<file path="config.mk">
export PLATFORM = sky130hd
export DESIGN_NAME = ctrl_frame_serializer
export DESIGN_NICKNAME = d
export VERILOG_FILES = /design/src/rtl/ctrl_frame_serializer.sv
export SDC_FILE = /design/constraint.sdc
export NUM_CORES = 1
export LEC_CHECK = 0
export ABC_CLOCK_PERIOD_IN_PS = 4600
export BUFFER_PORTS_ARGS = -buffer_cell sky130_fd_sc_hd__buf_2
export CAP_MARGIN = 20
export CORE_UTILIZATION = 30
export CTS_CLUSTER_DIAMETER = 30
export CTS_CLUSTER_SIZE = 10
export DETAILED_ROUTE_END_ITERATION = 12
export GPL_ROUTABILITY_DRIVEN = 1
export PLACE_DENSITY = 0.56
export REMOVE_ABC_BUFFERS = 1
export SKIP_LAST_GASP = 1
export SLEW_MARGIN = 20
export SYNTH_ARGS = -nofsm -noshare
export SYNTH_HDL_FRONTEND = slang
export SYNTH_SLANG_ARGS = --single-unit
</file>
<file path="constraint.sdc">
create_clock -name clk -period 4.6 [get_ports clk]
set_input_delay 1.38 -clock clk [delete_from_list [all_inputs] [get_ports clk]]
set_output_delay 1.38 -clock clk [all_outputs]
set_load 0.02 [all_outputs]
</file>
<file path="src/rtl/ctrl_frame_serializer.sv">
// ctrl_frame_serializer
// Accepts one parallel control frame (VREF/DATA/CONVER/COMP + temp) over a
// valid/ready handshake and shifts every field out on its own serial lane,
// MSB first, behind a leading '1' marker bit. Once the longest lane has
// finished, a one-cycle stop pulse carries the captured temp bit downstream.
//
// Handshake: a frame is taken on a rising edge where load_valid and
// load_ready are both high; load_ready is high only while the FSM is IDLE,
// and load_valid while busy is ignored.
//
// Optional build macro: CTRL_SER_ABORT_EN adds an abort input and an aborted
// output pulse. The default build (macro undefined) has neither port.
module ctrl_frame_serializer #(
  parameter int VREF_W = 4,
  parameter int DATA_W = 8,
  parameter int CONV_W = 8,
  parameter int COMP_W = 6
) (
  input  logic              clk,
  input  logic              rst,
  input  logic              load_valid,
  output logic              load_ready,
  input  logic [VREF_W-1:0] vref_in,
  input  logic [DATA_W-1:0] data_in,
  input  logic [CONV_W-1:0] conv_in,
  input  logic [COMP_W-1:0] comp_in,
  input  logic              temp_in,
  output logic              out_vref,
  output logic              out_data,
  output logic              out_conver,
  output logic              out_comp,
  output logic              out_stop,
  output logic              out_temp,
  output logic              busy,
  output logic              done,
`ifdef CTRL_SER_ABORT_EN
  input  logic              abort,
  output logic              aborted,
`endif
  output logic [1:0]        state_dbg
);

  localparam int MAX_VD = (VREF_W > DATA_W) ? VREF_W : DATA_W;
  localparam int MAX_CC = (CONV_W > COMP_W) ? CONV_W : COMP_W;
  localparam int MAX_W  = (MAX_VD > MAX_CC) ? MAX_VD : MAX_CC;
  localparam int CNT_W  = $clog2(MAX_W + 1);

  typedef enum logic [1:0] {
    IDLE  = 2'd0,
    SEND  = 2'd1,
    LATCH = 2'd2
  } state_t;

  state_t            state;
  logic [CNT_W-1:0]  cnt;
  logic [VREF_W-1:0] vref_sh;
  logic [DATA_W-1:0] data_sh;
  logic [CONV_W-1:0] conv_sh;
  logic [COMP_W-1:0] comp_sh;
  logic              temp_q;

  // Ready is a pure decode of the state so the upstream sees it in IDLE only.
  assign load_ready = (state == IDLE);
  assign state_dbg  = state;

  // Frame FSM: capture, shift the lanes MSB first, then issue the stop pulse.
  // Each lane is a left-shifting register whose MSB becomes the next serial
  // bit; zeros shifted in keep short lanes low once their payload is gone.
  always_ff @(posedge clk or negedge rst) begin
    if (!rst) begin
      state      <= IDLE;
      cnt        <= '0;
      vref_sh    <= '0;
      data_sh    <= '0;
      conv_sh    <= '0;
      comp_sh    <= '0;
      temp_q     <= 1'b0;
      out_vref   <= 1'b0;
      out_data   <= 1'b0;
      out_conver <= 1'b0;
      out_comp   <= 1'b0;
      out_stop   <= 1'b0;
      out_temp   <= 1'b0;
      busy       <= 1'b0;
      done       <= 1'b0;
`ifdef CTRL_SER_ABORT_EN
      aborted    <= 1'b0;
`endif
    end else begin
      out_stop <= 1'b0;
      done     <= 1'b0;
`ifdef CTRL_SER_ABORT_EN
      aborted  <= 1'b0;
`endif
      case (state)
        IDLE: begin
          if (load_valid) begin
            vref_sh    <= vref_in;
            data_sh    <= data_in;
            conv_sh    <= conv_in;
            comp_sh    <= comp_in;
            temp_q     <= temp_in;
            cnt        <= '0;
            out_vref   <= 1'b1;
            out_data   <= 1'b1;
            out_conver <= 1'b1;
            out_comp   <= 1'b1;
            busy       <= 1'b1;
            state      <= SEND;
          end
        end
        SEND: begin
          if (cnt == CNT_W'(MAX_W)) begin
            out_vref   <= 1'b0;
            out_data   <= 1'b0;
            out_conver <= 1'b0;
            out_comp   <= 1'b0;
            out_stop   <= 1'b1;
            done       <= 1'b1;
            out_temp   <= temp_q;
            state      <= LATCH;
          end else begin
            cnt        <= cnt + CNT_W'(1);
            out_vref   <= vref_sh[VREF_W-1];
            out_data   <= data_sh[DATA_W-1];
            out_conver <= conv_sh[CONV_W-1];
            out_comp   <= comp_sh[COMP_W-1];
            vref_sh    <= vref_sh << 1;
            data_sh    <= data_sh << 1;
            conv_sh    <= conv_sh << 1;
            comp_sh    <= comp_sh << 1;
          end
        end
        LATCH: begin
          busy  <= 1'b0;
          state <= IDLE;
        end
        default: begin
          busy  <= 1'b0;
          state <= IDLE;
        end
      endcase
`ifdef CTRL_SER_ABORT_EN
      // Abort overrides the frame: lanes and stop drop, no done for it.
      if (abort && (state != IDLE)) begin
        out_vref   <= 1'b0;
        out_data   <= 1'b0;
        out_conver <= 1'b0;
        out_comp   <= 1'b0;
        out_stop   <= 1'b0;
        done       <= 1'b0;
        busy       <= 1'b0;
        cnt        <= '0;
        aborted    <= 1'b1;
        state      <= IDLE;
      end
`endif
    end
  end

endmodule
</file>
==> qor.yml <==
clk_path_buf_depth: 2
syn_area_um2: 1990
dieHeight_um: 83.5
path_class: "reg2out"
multi_input_area_um2: 896
drt_iter0_drc: 26
fin_area_um2: 2320
io_pins: 41
synthCells: 132
timing.setup.tns_ns: 0
period_share_pct: 53.1
cts_resized: 0
cts_tree: "done"
p_leak_nw: 1.21
wire_per_inst_um: 14.0
avgSynthCellArea_um2: 15.1
synth_seq_cells: 40
grt_pass1_vias: 1208
ys_warn_count: 0
critPathMaxFanout: 8
max_cap_viol_count: 0
place_congestion: 0.768
io_buffers: 40
final_antenna_net_count: 0
rsz0062_at_grt: "false"
hp-class: "reg2reg"
critPathRequiredTime_ns: 3.22
dpl-instance-area_um2: 2210
drv_slew: 0
nets: 205
cts_root_buf: "clkbuf_8"
final-instance-count-excl-fill: 251
dieArea_um2: 6970
fmax_ghz: 0.409
start_util_pct: 31.2
dp_hpwl_um: 2370
num_antenna_cells: 0
wirelength_um: 3520
overflow: 0
fin_crit_ns: 2.44
via_per_inst: 4.59
total_power_mw: 1.66
power_density_nw_per_um2: 716
clkTransAtPathRegs_ns: 0.07
outcome: "complete, no violations"
irDropWorstVdd_v: 0.000317
cts_setup_buffers: 0
worstSetupStartpointType: "flip-flop"
setup_viol_count_final: 0
fp.dieW_um: 83.5
cts_buffers: 5
grt_start_max_net_pins: 41
h-tree-depth: 2
clk_latency_ns: 0.29
coreArea_um2: 6390
dp.cells: 243
n_fill_cell: 620
hold_ws_ns: 0.493
seqCellArea_um2: 1000
max_slew_margin_pct: 37.1
holdBufCountCts: 0
grt_pass1_wl_um: 5970
tightest_slew_ns: 0.942
yosysUniqueCellTypes: 25
area_delta_synth_final_pct: 16.7
layout-drive-gt1-share_pct: 55.7
antenna_found_initial: 0
grt_usage_pct: 11.0
clock-sinks: 40
skew_ns: 0.00850
finalHoldViolCount: 0
end_kind: "output port"
vias: 1151
ys_seq_area_share_pct: 50.3
drc_errors: 0
row_count: 29
critical_path_arrival_ns: 1.06
dr.pass1.iters: 4
==> worst paths after layout <==
check | from | to | slack [ns] | cells past startpoint
max in group asynchronous | rst | conv_sh[7]$_DFFE_PN0P_ | 2.83 | 1
min in group asynchronous | rst | comp_sh[2]$_DFFE_PN0P_ | 1.21 | 1
worst min-delay path | vref_sh[3]$_DFFE_PN0P_ | out_vref$_DFFE_PN0P_ | 0.49 | 1
worst min register to register | vref_sh[3]$_DFFE_PN0P_ | out_vref$_DFFE_PN0P_ | 0.49 | 1
worst max-delay path | state_dbg[0]$_DFFE_PN0P_ | load_ready | 2.16 | 2
worst max register to register | state_dbg[0]$_DFFE_PN0P_ | data_sh[4]$_DFFE_PN0P_ | 2.48 | 3
==> final cells by class <==
class | count | area share [%]
Tap cell | 77 | 4.15
Clock inverter | 2 | 1.51
Inverter | 5 | 0.916
Timing Repair Buffer | 40 | 8.62
Sequential cell | 40 | 43.1
Multi-Input combinational cell | 81 | 38.6
Clock buffer | 6 | 3.12
==> Yosys cell counts, drive strengths merged <==
library cell / number / share of area, %
o21bai: 1 / 0.38
mux2: 46 / 32
inv: 5 / 1.1
ha: 2 / 1.3
buf: 6 / 3.6
o41ai: 1 / 0.44
xnor2: 1 / 0.44
nor3b: 1 / 0.63
nand2b: 1 / 0.31
o21ai: 2 / 0.50
nor2: 8 / 1.5
o2bb2ai: 4 / 1.8
nor2b: 2 / 1.0
nand3b: 1 / 0.38
and3b: 1 / 0.44
a21o: 2 / 1.1
nand3: 2 / 0.50
a22o: 6 / 2.6
dfrtp: 40 / 50
==> per-stage QoR <==
stage	worst slack, ns	util, %
floorplan	2.20	-
global placement	1.99	34.7
detailed placement	1.95	34.7
CTS	2.15	36.4
global route	2.07	36.4
finish	2.16	36.4
==> cell usage in the layout, fill, tap and decap left out, drive strengths merged <==
master   instances
dfrtp           40
a22o             6
mux2            46
nand3b           1
nor3b            1
o2bb2ai          4
buf             40
bufinv           1
clkinv           1
a21o             2
nand3            2
and3b            1
nor2b            2
inv              5
ha               2
nor2             8
o41ai            1
nand2b           1
xnor2            1
o21ai            2
clkbuf           6
o21bai           1
==> routing by layer <==
layer / vias to the layer above / part of all wire [%] / global-route usage, %
li1: 551 / - / -
met1: 570 / 49 / 14.7
met2: 24 / 45 / 17.3
met3: 6 / 3.6 / 3.26
met4: 0 / 1.6 / 3.70
met5: - / 0 / 0
==> sequential cells by signal, indices dropped and copies added (netlist names), 2 cells and up <==
register / flops
comp_sh: 6
cnt: 4
vref_sh: 4
state_dbg: 2
conv_sh: 8
data_sh: 8
==> power breakdown <==
group	internal [mW]	switching, mW
logic	0.468	0.317
registers	0.503	0.0945
clock network	0.161	0.119
total	1.13	0.531
==> logic make-up (layout without fill, tap and decap cells) <==
kind of cell    Yosys count  after routing  share of synthesized area (%)
mux                      46             46                           31.7
xor+xnor                  1              1                          0.440
compound gates           16             16                           6.85
fa+ha+maj                 2              2                           1.26
simple gates             16             16                           4.78
buf+inv                  11             53                           4.71
flops                    40             40                           50.3
==> worst max-delay path, cell delays in order (launching register included) <==
cell and delay, ns:
dfrtp_1 0.48, nor2_1 0.13, buf_2 0.17
Power figures use the tool's default switching activity.
